==> config.mk <==
export PLATFORM = sky130hd
export DESIGN_NAME = nzcv_cond_unit
export DESIGN_NICKNAME = d
export VERILOG_FILES = /design/src/rtl/nzcv_pkg.sv /design/src/rtl/nzcv_cond_eval.sv /design/src/rtl/nzcv_cond_unit.sv
export SDC_FILE = /design/constraint.sdc
export NUM_CORES = 1
export LEC_CHECK = 0
export BUFFER_PORTS_ARGS = -buffer_cell sky130_fd_sc_hd__buf_2
export CAP_MARGIN = 25
export CORE_MARGIN = 8
export CORE_UTILIZATION = 41
export DETAILED_ROUTE_END_ITERATION = 10
export PLACE_DENSITY = 0.85
export REMOVE_ABC_BUFFERS = 1
export SLEW_MARGIN = 40
export SYNTH_ARGS = -nofsm -noshare
export SYNTH_HDL_FRONTEND = slang
export SYNTH_HIERARCHICAL = 1
export SYNTH_SLANG_ARGS = --single-unit
==> constraint.sdc <==
create_clock -name i_clk -period 1.5 [get_ports i_clk]
set_clock_uncertainty 0.2 [all_clocks]
set_input_delay 0.075 -clock i_clk [delete_from_list [all_inputs] [get_ports i_clk]]
set_output_delay 0.075 -clock i_clk [all_outputs]
set_load 0.02 [all_outputs]
==> src/rtl/nzcv_pkg.sv <==
// Shared types for the NZCV condition unit: condition codes, flag bit
// positions and the output-stage state encoding.
package nzcv_pkg;

  // Flag register bit positions, as presented on the ALU flag bus.
  localparam int N_BIT = 3;
  localparam int Z_BIT = 2;
  localparam int C_BIT = 1;
  localparam int V_BIT = 0;

  // 4-bit branch condition codes.
  typedef enum logic [3:0] {
    COND_EQ = 4'd0,
    COND_NE = 4'd1,
    COND_CS = 4'd2,
    COND_CC = 4'd3,
    COND_MI = 4'd4,
    COND_PL = 4'd5,
    COND_VS = 4'd6,
    COND_VC = 4'd7,
    COND_HI = 4'd8,
    COND_LS = 4'd9,
    COND_GE = 4'd10,
    COND_LT = 4'd11,
    COND_GT = 4'd12,
    COND_LE = 4'd13,
    COND_AL = 4'd14,
    COND_NV = 4'd15
  } cond_e;

  // One-entry output stage: EMPTY has no result, FULL holds one result.
  typedef enum logic {
    EMPTY = 1'b0,
    FULL  = 1'b1
  } out_state_e;

endpackage

==> src/rtl/nzcv_cond_eval.sv <==
// Purely combinational condition evaluator: decides whether a 4-bit
// condition code holds for a given set of NZCV flags. NV is treated as
// always-true, the same as AL.
module cond_eval
  import nzcv_pkg::*;
(
  input  logic [3:0] nzcv,
  input  cond_e      cond,
  output logic       taken
);

  logic n_flag;
  logic z_flag;
  logic c_flag;
  logic v_flag;
  logic gt_term;
  logic hi_term;

  assign n_flag  = nzcv[N_BIT];
  assign z_flag  = nzcv[Z_BIT];
  assign c_flag  = nzcv[C_BIT];
  assign v_flag  = nzcv[V_BIT];
  assign hi_term = c_flag & ~z_flag;
  assign gt_term = ~z_flag & (n_flag == v_flag);

  // Decode the condition code into a single taken/not-taken outcome.
  always_comb begin
    taken = 1'b1;
    case (cond)
      COND_EQ: taken = z_flag;
      COND_NE: taken = ~z_flag;
      COND_CS: taken = c_flag;
      COND_CC: taken = ~c_flag;
      COND_MI: taken = n_flag;
      COND_PL: taken = ~n_flag;
      COND_VS: taken = v_flag;
      COND_VC: taken = ~v_flag;
      COND_HI: taken = hi_term;
      COND_LS: taken = ~hi_term;
      COND_GE: taken = (n_flag == v_flag);
      COND_LT: taken = (n_flag != v_flag);
      COND_GT: taken = gt_term;
      COND_LE: taken = ~gt_term;
      COND_AL: taken = 1'b1;
      COND_NV: taken = 1'b1;
      default: taken = 1'b1;
    endcase
  end

endmodule

==> src/rtl/nzcv_cond_unit.sv <==
// NZCV flag register plus branch condition resolution with a one-entry
// registered output stage and valid/ready handshakes on both sides.
// Optional feature macro: NZCV_BYPASS_EN -- when defined, a request that
// coincides with a flag write is evaluated against the incoming flags in
// the same cycle; otherwise the request is stalled one cycle and evaluated
// against the registered flags.
module nzcv_cond_unit
  import nzcv_pkg::*;
#(
  parameter int         AW         = 64,
  parameter logic [3:0] RESET_NZCV = 4'b0000
) (
  input  logic          i_clk,
  input  logic          i_rst_n,
  input  logic [3:0]    i_nzcv,
  input  logic          i_flags_we,
  input  logic          i_flags_pending,
  input  logic          i_req_valid,
  output logic          o_req_ready,
  input  logic [3:0]    i_cond,
  input  logic [AW-1:0] i_target,
  output logic          o_resp_valid,
  input  logic          i_resp_ready,
  output logic          o_taken,
  output logic [AW-1:0] o_target,
  output logic [3:0]    o_nzcv
);

  logic [3:0]    nzcv_q;
  logic [3:0]    eval_flags;
  logic          hazard;
  logic          accept;
  logic          drain;
  logic          eval_taken;
  out_state_e    state_q;
  logic          taken_q;
  logic [AW-1:0] target_q;

`ifdef NZCV_BYPASS_EN
  assign eval_flags = i_flags_we ? i_nzcv : nzcv_q;
  assign hazard     = 1'b0;
`else
  assign eval_flags = nzcv_q;
  assign hazard     = i_flags_we;
`endif

  assign o_req_ready  = ~i_flags_pending & ~hazard &
                        ((state_q == EMPTY) | i_resp_ready);
  assign accept       = i_req_valid & o_req_ready;
  assign drain        = (state_q == FULL) & i_resp_ready;
  assign o_resp_valid = (state_q == FULL);
  assign o_taken      = taken_q;
  assign o_target     = target_q;
  assign o_nzcv       = nzcv_q;

  cond_eval u_cond_eval (
    .nzcv  (eval_flags),
    .cond  (cond_e'(i_cond)),
    .taken (eval_taken)
  );

  // Architectural flag register, written only by flag-setting ALU ops.
  always_ff @(posedge i_clk) begin
    if (!i_rst_n) begin
      nzcv_q <= RESET_NZCV;
    end else if (i_flags_we) begin
      nzcv_q <= i_nzcv;
    end
  end

  // Output stage: an accept always (re)loads the result, which also covers
  // drain-and-refill on the same edge; a drain without accept empties it.
  always_ff @(posedge i_clk) begin
    if (!i_rst_n) begin
      state_q  <= EMPTY;
      taken_q  <= 1'b0;
      target_q <= '0;
    end else begin
      case (state_q)
        EMPTY: begin
          if (accept) begin
            state_q  <= FULL;
            taken_q  <= eval_taken;
            target_q <= i_target;
          end
        end
        FULL: begin
          if (accept) begin
            state_q  <= FULL;
            taken_q  <= eval_taken;
            target_q <= i_target;
          end else if (drain) begin
            state_q  <= EMPTY;
          end
        end
        default: state_q <= EMPTY;
      endcase
    end
  end

endmodule

# ---- Word-level counts from Yosys, hierarchy flattened
# Index checks and enable logic that the tools add are counted.
dict set report totals {
  regBits 70
  inputBits 78
  out_inout_bits 71
  word_cells 46
}
dict set report op_classes {
  n_eq_ne 17
  mux 7
  bitwise_logic 16
  reduce_logical 2
}
# cell n
set op_table {}
lappend op_table {{two-way mux 64 bit} 1}
lappend op_table {{equality test 4 bit (second input constant)} 8}
lappend op_table {{equality test 4 x 3 -> 1 bit (second input constant)} 4}
lappend op_table {{one-hot mux 1 bit (15 select lines)} 1}
lappend op_table {{NOT 1 bit} 9}
lappend op_table {{equality test 4 x 2 -> 1 bit (second input constant)} 2}
lappend op_table {{bitwise AND 1 bit} 6}
lappend op_table {{equality test 4 x 1 -> 1 bit (second input constant)} 1}
lappend op_table {{logical NOT 4 bit} 1}
lappend op_table {{two-way mux 1 bit} 4}
lappend op_table {{one-hot mux 1 bit (2 select lines)} 1}
lappend op_table {{OR reduction 2 bit} 1}
lappend op_table {{equality test 1 bit} 1}
lappend op_table {{inequality test 1 bit} 1}
lappend op_table {{bitwise OR 1 bit} 1}

# ---- Longest topological paths before layout
# Gate-level depths: netlist (run 1).
dict set report logic_depth {
  depth_word 6
  ltp_mapped 8
  ltp_nobuf 7
}

# ---- Cells and area by module
# Netlist (run 1), hierarchy kept.
# module n_inst cells_per_inst area_per_inst_um2 seq_area_each_um2
set by_module_without_submodules {}
lappend by_module_without_submodules {nzcv_cond_unit 1 300 2782.7 1401.3}
lappend by_module_without_submodules {cond_eval 1 30 185.2 0.0}

# ---- Worst setup path before layout (run 1)
# OpenSTA, ideal clock, no wires.
dict set report synth_timing {
  path_type {register -> register}
  startpoint {reg nzcv_q[3], in the netlist o_nzcv[3]}
  endpoint {reg taken_q, in the netlist o_taken}
  setup_time_ns 0.072
  arrival_ns 1.447
  t_required_ns 1.228
  setup_slack_ns -0.218
  stages_incl_launch_ff 8
  n_path_buf 0
  period_less_slack_ns 1.718
  cell_sequence {dfxtp_1 -> xor2_1 -> or3_2 -> a21oi_1 -> a31oi_1 -> o2111ai_1 -> nand2_1 -> mux2i_1}
}
dict set report synth_between {
  elab_chain_len 5
  elab_cells_between_ends 7
  cone_classes {2 x eq/ne; 2 x mux; 3 x bitwise}
}
# item line_no
set synth_lines {}
lappend synth_lines {{start: declaration} nzcv_cond_unit.sv:29} ;# logic [3:0] nzcv_q;
lappend synth_lines {{start signal: assignment} nzcv_cond_unit.sv:67} ;# nzcv_q <= i_nzcv;
lappend synth_lines {{equality test 1 bit} {nzcv_cond_eval.sv:24, nzcv_cond_eval.sv:40}}
lappend synth_lines {{bitwise AND 1 bit} nzcv_cond_eval.sv:24} ;# assign gt_term = ~z_flag & (n_flag == v_flag);
lappend synth_lines {{NOT 1 bit} nzcv_cond_eval.sv:43} ;# COND_LE: taken = ~gt_term;
lappend synth_lines {{one-hot mux 1 bit (15 select lines) *} nzcv_cond_eval.sv:29} ;# case (cond)
lappend synth_lines {{via eval_taken} nzcv_cond_unit.sv:34} ;# logic eval_taken;
lappend synth_lines {{two-way mux 1 bit *} {nzcv_cond_unit.sv:81, nzcv_cond_unit.sv:88}}
lappend synth_lines {{end signal: assignment} nzcv_cond_unit.sv:83} ;# taken_q <= eval_taken;
lappend synth_lines {{end signal: assignment} nzcv_cond_unit.sv:90} ;# taken_q <= eval_taken;
lappend synth_lines {{end: declaration} nzcv_cond_unit.sv:36} ;# logic taken_q;
# The timed path passes the listed nets; every way through them passes the cells marked *. The select of a mux whose other input is x is not followed.
# A chain may end at the register's enable or synchronous reset.

# ---- Worst setup path after layout (run 1)
dict set report layout_timing {
  startpoint {reg nzcv_q[0], in the netlist o_nzcv[0]}
  endpoint {reg taken_q, in the netlist o_taken}
}
# The elaborated chain is that of the path after synthesis.

==> run_results.csv, run 1 <==
group,metric,value,unit
global_routing,gr-total-overflow,0,
power,powerDensity,799,nW/µm²
timing,drv_slew,0,
die,die_x,101,µm
place,hpwl,6270,µm
timing,fmax,608,MHz
drt,drc,0,
layout,nFillCells,546,
place,place.gp.congestion,0.822,
die,ioPinCount,149,
logic_synthesis,synth_area_leader_cell,"dfxtp_1",
clock_tree,cts_tree,"yes",
power,p_leak,0.00235,µW
logic_synthesis,syn_inst,330,
status,violations,"setup timing",
die,coreArea,7140,µm²
logic_synthesis,syn_area_per_cell,8.99,µm²
drt,dr.pass1.iters,4,
clock_tree,insertion_delay,0.32,ns
layout,synthToLayoutAreaGrowth,71.0,%
timing,setup_ws,-0.146,ns
power,p_int,2990,µW
die,die-area,10200,µm²
global_routing,grt_pass1_wl,16200,µm
layout,final_nets,650,
die,rows,31,
layout,multi_input_area,1470,µm²
clock_tree,cts.clk_slew.worst_paths,0.07,ns
logic_synthesis,synth_area_leaders,"dfxtp_1 47%, mux2i_1 23%, nand2_1 17%",
clock_tree,h-tree-depth,3,
power,sw_frac_of_total,26.2,%
timing,max_slew_margin,71.7,%
die,fp.dieH,101,µm
status,status,"complete, but fails checks",
critical_path,worstSetupPathType,"reg -> reg",
critical_path,critPathBufInv,0,
logic_synthesis,yosysWarnings,6,
layout,layout-drive-gt1-share,35.3,%
global_routing,grt_pass1_vias,3414,
drt,antenna_left,0,
timing,setup_viol,55,
timing,tightestPinTransition,0.423,ns
timing,finalHoldViolCount,0,
layout,final_area,5070,µm²
clock_tree,cts.root.buffer_cell,"clkbuf_8",
die,initial_core_util,41.6,%
critical_path,setup.worst_path.end_class,"register",
timing,fin_hold_ws,0.0256,ns
clock_tree,cts.sinks,70,
layout,instances_no_fill,677,
clock_tree,clockBufferDepth,2,
power,power_switching,1060,µW
critical_path,crit_path_max_fanout,3,
timing,fin_crit_sh,110,%
place,dp_slack,-0.152,ns
place,io_buffers,148,
critical_path,crit_top_cell,"nand2_2",
job,drv_cap,0,
global_routing,antenna_found_initial,2,
logic_synthesis,syn_area,2970,µm²
layout,regArea,1410,µm²
power,p_clk_share,31.1,%
global_routing,grt_max_degree,46,
drt,drt_wl_total,10600,µm
power,combPwrFrac,20.4,%
timing,tns,-3.50,ns
place,post-place-cells,572,
clock_tree,cts_inserted_buffers,9,
global_routing,grt_usage,20.1,%
critical_path,critPathLaunchType,"register",
critical_path,path_cells,"xor2_2, or4b_4, nand2_2, nand2_2, o2111ai_2, nand2_1, mux2i_1",
timing,rsz0062_at_grt,"yes",
critical_path,cp.arrival,1.70,ns
place,placed_area,3890,µm²
timing,fin_crit,1.65,ns
drt,wire_per_inst,15.6,µm
power,vdd_ir_drop_max,553,µV
critical_path,crit_required,1.55,ns
logic_synthesis,ys_ff_latch,70,
drt,drt_iter0_drc,105,
min_path,hp-class,"in -> reg",
critical_path,crit_slowest_cell,"or4b_4",
drt,via_per_inst,4.74,
critical_path,worst_path_dominant_cell_family,"simple AND/OR/NAND/NOR gates",
drt,vias,3212,
critical_path,max_stage_delay,0.49,ns
logic_synthesis,synth_top_area_share,47.2,%
logic_synthesis,ys_seq_area_share,47.2,%
logic_synthesis,yosysUniqueCellTypes,28,
power,p_seq_share,48.5,%
[kinds of logic (layout without fill, tap and decap cells)]
group | after synthesis | after routing | synth area share (%)
AOI/OAI and AO/OA | 12 | 12 | 2.66
xor gates and xnor gates | 2 | 2 | 0.590
buffers and inverters | 25 | 270 | 4.85
DFF | 70 | 70 | 47.2
muxes | 69 | 69 | 23.3
other | 0 | 3 | 0
and+or+nand+nor | 152 | 152 | 21.4
[cells in the mapped netlist (all sizes together)]
| cell | n |
|---|---|
| inv | 1 |
| or3b | 1 |
| and3b | 1 |
| o2111ai | 1 |
| dfxtp | 70 |
| a211oi | 1 |
| a21o | 1 |
| nor4b | 1 |
| or3 | 1 |
| xor2 | 2 |
| mux2i | 69 |
| nand2 | 134 |
| nor2 | 3 |
| nor3 | 2 |
| nand2b | 2 |
| buf | 10 |
| o21ai | 3 |
| o22a | 1 |
| a21oi | 2 |
| and2b | 1 |
| nor2b | 5 |
| a31oi | 2 |
| or4b | 1 |
| o21a | 1 |
| clkbuf | 14 |
[state kept, by name, indices dropped and copies added, names as in the netlist]
| name | cells |
|---|---|
| o_target | 64 |
| o_nzcv | 4 |
| o_resp_valid | 1 |
| o_taken | 1 |
[what timing repair did]
action,CTS,global route
setup endpoints to repair,62,64
cloned,2,1
resized for setup,13,22
endpoints found under the hold margin,68,0
hold buffers,80,0
pin swaps,5,4
buffers inserted,2,7
[routing by layer]
| metal | up-vias | GRT usage [%] | wire [µm] |
|---|---|---|---|
| li1 | 1560 | - | - |
| met1 | 1495 | 18.0 | 3690 |
| met2 | 127 | 39.3 | 5870 |
| met3 | 30 | 5.11 | 638 |
| met4 | 0 | 11.8 | 359 |
| met5 | - | 0 | 0 |
[power groups by stage]
stage	registers (µW)	clock network (µW)	logic [µW]
6_report	1970	1260	825
5_1_grt	1980	1380	886
4_1_cts	1970	1310	780
3_5_place_dp	2010	0	583
3_3_place_gp	2000	0	564
2_1_floorplan	2090	0	197
[layout make-up]
cell class | count | share of cell area [%]
Antenna cell | 3 | 0.148
Clock buffer | 12 | 2.86
Clock inverter | 2 | 0.197
Inverter | 1 | 0.0740
Multi-Input combinational cell | 235 | 29.0
Sequential cell | 70 | 27.7
Tap cell | 99 | 2.44
Timing Repair Buffer | 255 | 37.6
[cells in the final DEF (no fill, tap or decap), drive strengths merged]
cell	synthesis	routed
nand2b	2	2
a21o	1	1
or3b	1	1
or4b	1	1
inv	1	1
nor2b	5	5
dlygate4sd3	0	80
o2111ai	1	1
nand2	134	134
buf	10	174
and2b	1	1
clkinv	0	2
a31oi	2	2
nor2	3	3
a21oi	2	2
or3	1	1
and3b	1	1
clkbuf	14	13
nor4b	1	1
xor2	2	2
o22a	1	1
nor3	2	2
mux2i	69	69
diode	0	3
dfxtp	70	70
o21ai	3	3
a211oi	1	1
o21a	1	1
[worst paths after layout]
path	from	end	slack, ns	depth (start not counted)
setup / recovery	o_nzcv[0]$_SDFFE_PN0P_	o_taken$_SDFFE_PN0P_	-0.15	7
hold / removal	i_flags_we	o_target[24]$_SDFFE_PN0P_	0.03	4
setup reg to reg	o_nzcv[0]$_SDFFE_PN0P_	o_taken$_SDFFE_PN0P_	-0.15	7
hold reg to reg	o_target[50]$_SDFFE_PN0P_	o_target[50]$_SDFFE_PN0P_	0.26	2
[worst min-delay path, cell delays in order]
cell,delay [ns]
buf_2,0.12
nor4b_4,0.06
buf_6,0.13
mux2i_1,0.11
[per-stage QoR]
| stage | power, µW | util (%) |
|---|---|---|
| floorplan | 2290 | - |
| global placement | 2570 | 54.5 |
| finish | 4060 | 71.1 |
| global route | 4240 | 71.1 |
| detailed placement | 2590 | 54.5 |
| CTS | 4060 | 69.5 |
No activity file was read; power rests on OpenSTA's default activity.
==> run 2, diff against run 1 <==
--- a/config.mk
+++ b/config.mk
@@ -7,10 +7,12 @@
 export LEC_CHECK = 0
 export BUFFER_PORTS_ARGS = -buffer_cell sky130_fd_sc_hd__buf_2
 export CAP_MARGIN = 25
+export CELL_PAD_IN_SITES_DETAIL_PLACEMENT = 0
+export CELL_PAD_IN_SITES_GLOBAL_PLACEMENT = 2
 export CORE_MARGIN = 8
-export CORE_UTILIZATION = 41
+export CORE_UTILIZATION = 22
 export DETAILED_ROUTE_END_ITERATION = 10
-export PLACE_DENSITY = 0.85
+export PLACE_DENSITY = 0.83
 export REMOVE_ABC_BUFFERS = 1
 export SLEW_MARGIN = 40
 export SYNTH_ARGS = -nofsm -noshare
==> run 2 against run 1 <==
  * The run still ends with setup timing left
  * Sequential share of layout area down 1.9 points
  * Sequential power about the same
  * Routed wire length decreased by 1.6%
  * Utilization decreased by 30 points
  * Non-clock buffer count up 11
  * Setup slack lost 0.016 ns
  * Clock power increased by 70%
  * Total power up 22%
  * First-iteration DRC count down 23%
  * Design area rose by 7.1%
  * Global-route usage fell by 8.5 points
  * Via count decreased by 1.8%
  * Critical endpoint is now o_target[41]$_SDFFE_PN0P_
==> run_results.csv, run 2 (synthesized netlist as in run 1, its figures left out) <==
group,metric,value,unit
layout,final_cell_mix,"146 x buf_2, 132 x nand2_1, 82 x dlygate4sd3_1",
layout,final_nets,661,
layout,synthToLayoutAreaGrowth,83.2,%
drt,drt_iter0_drc,81,
clock_tree,cts.clk_slew.worst_paths,0.05,ns
clock_tree,cts.sinks,70,
critical_path,worstSetupPathType,"reg -> reg",
status,status,"complete, but fails checks",
timing,fin_crit_sh,111,%
critical_path,r2r_end,"o_target[41]$_SDFFE_PN0P_",
drt,dr.pass1.iters,4,
place,dp_slack,-0.150,ns
global_routing,antenna_found_initial,0,
layout,regArea,1410,µm²
die,coreArea,13200,µm²
timing,drv_slew,0,
global_routing,met1_usage,12.1,%
global_routing,grt.met2_usage,21.4,%
power,powerDensity,910,nW/µm²
global_routing,grtUsageMet3,3.66,%
critical_path,crit_path_max_fanout,7,
place,io_buffers,148,
timing,fin_crit,1.66,ns
die,die-area,17500,µm²
timing,fmax,602,MHz
die,rows,42,
layout,largest_register_ffs,64,
global_routing,grt_pass1_wl,16900,µm
global_routing,grt_pass1_vias,3448,
job,drv_cap,0,
global_routing,gr-total-overflow,0,
die,ioPinCount,149,
critical_path,worst_path_dominant_cell_family,"simple AND/OR/NAND/NOR gates",
min_path,hold_end,"o_nzcv[2]$_SDFFE_PN0P_",
timing,max_slew_margin,66.5,%
timing,fin_hold_ws,0.0372,ns
timing,tightestPinTransition,0.501,ns
drt,via_per_inst,4.13,
layout,layout-drive-gt1-share,36.1,%
critical_path,critPathBufInv,3,
drt,wire_per_inst,13.6,µm
critical_path,r2r_setup_slack,-0.16,ns
critical_path,reg2regPathDepth,6,
die,die_x,132,µm
min_path,hp-start,"i_flags_we",
clock_tree,cts_tree,"yes",
status,violations,"setup timing",
timing,tns,-5.46,ns
drt,drt_wl_total,10400,µm
clock_tree,insertion_delay,0.32,ns
min_path,hp-class,"in -> reg",
clock_tree,h-tree-depth,3,
power,vdd_ir_drop_max,399,µV
clock_tree,cts.root.buffer_cell,"clkbuf_16",
timing,setup_viol,66,
clock_tree,clockBufferDepth,2,
layout,final_util,41.2,%
timing,setup_ws,-0.162,ns
place,post-place-cells,656,
critical_path,setup.worst_path.end_class,"register",
critical_path,critPathLaunchType,"register",
die,initial_core_util,22.5,%
critical_path,rr_startpoint,"o_resp_valid$_SDFF_PN0_",
critical_path,max_stage_delay,0.32,ns
place,place.gp.congestion,0.729,
critical_path,crit_slowest_cell,"nor4b_4",
layout,final_common_cell,"buf_2",
drt,drc,0,
min_path,whs_path_depth,4,
global_routing,grt_busiest_layer,"met2",
power,p_leak,0.00249,µW
critical_path,cp.arrival,1.71,ns
layout,nFillCells,1296,
layout,instances_no_fill,764,
critical_path,crit_required,1.54,ns
drt,vias,3154,
timing,rsz0062_at_grt,"yes",
global_routing,grt_max_degree,42,
timing,finalHoldViolCount,0,
clock_tree,cts_inserted_buffers,9,
place,hpwl,6850,µm
layout,multi_input_area,1450,µm²
critical_path,path_cells,"nor2b_4, nor4b_4, buf_4, clkbuf_16, buf_6, mux2i_1",
layout,diodes,0,
die,fp.dieH,132,µm
global_routing,grt_usage,11.6,%
drt,antenna_left,0,
-- run 2: changes by cell type in the layout (fill, tap and decap cells not counted), sizes merged --
cell / before / now
buf: 174 / 180
diode: 3 / 0
clkbuf: 13 / 15
dlygate4sd3: 80 / 82
bufinv: 0 / 1
clkinv: 2 / 3
inv: 1 / 2
-- run 2: final cells by class --
type | instances | share of cell area, %
multi-input combinational | 235 | 26.7
timing repair buffer | 266 | 37.8
tap | 176 | 4.05
inverter | 1 | 0.0690
clock inverter | 5 | 1.06
sequential | 70 | 25.8
clock buffer | 11 | 4.46
-- run 2: timing repair --
| action | 4_1_cts | 5_1_grt |
|---|---|---|
| hold buffers | 82 | 0 |
| setup endpoints to repair | 61 | 65 |
| resized for setup | 6 | 25 |
| gates cloned | 0 | 4 |
| buffers inserted | 2 | 4 |
| hold endpoints to repair | 68 | 0 |
| pin swaps | 2 | 1 |
-- run 2: worst max path at each step --
stage	startpoint	to	slack, ns	depth (start not counted)
floorplan	o_resp_valid$_SDFF_PN0_	o_taken$_SDFFE_PN0P_	-2.66	3
global placement	o_nzcv[3]$_SDFFE_PN0P_	o_taken$_SDFFE_PN0P_	-0.12	7
detailed placement	o_nzcv[3]$_SDFFE_PN0P_	o_taken$_SDFFE_PN0P_	-0.15	7
CTS	o_nzcv[0]$_SDFFE_PN0P_	o_taken$_SDFFE_PN0P_	-0.12	7
global route	o_resp_valid$_SDFF_PN0_	o_target[41]$_SDFFE_PN0P_	-0.25	6
finish	o_resp_valid$_SDFF_PN0_	o_target[41]$_SDFFE_PN0P_	-0.16	6
-- run 2: layer usage --
metal / share of wire, % / routed length, µm / vias up
li1: - / - / 1587
met4: 1.6 / 166 / 0
met1: 41 / 4210 / 1468
met2: 52 / 5410 / 88
met3: 5.7 / 596 / 11
met5: 0 / 0 / -
-- run 2: where the power goes --
| group | internal, µW | leakage (µW) | switching [µW] |
|---|---|---|---|
| registers | 1930 | 0.000571 | 40.0 |
| logic | 462 | 0.00177 | 382 |
| clock network | 1340 | 0.000150 | 800 |
| total | 3730 | 0.00249 | 1220 |
-- run 2: worst min-delay path: stages --
cell and delay [ns]:
buf_2 0.11, buf_4 0.16, mux2i_1 0.08, nor2b_1 0.10
-- run 2: metrics by stage --
stage	power [µW]	cell area, µm²
global route	5200	5440
CTS	4980	5220
global placement	2610	4060
detailed placement	2620	4060
finish	4950	5440
floorplan	2290	2830
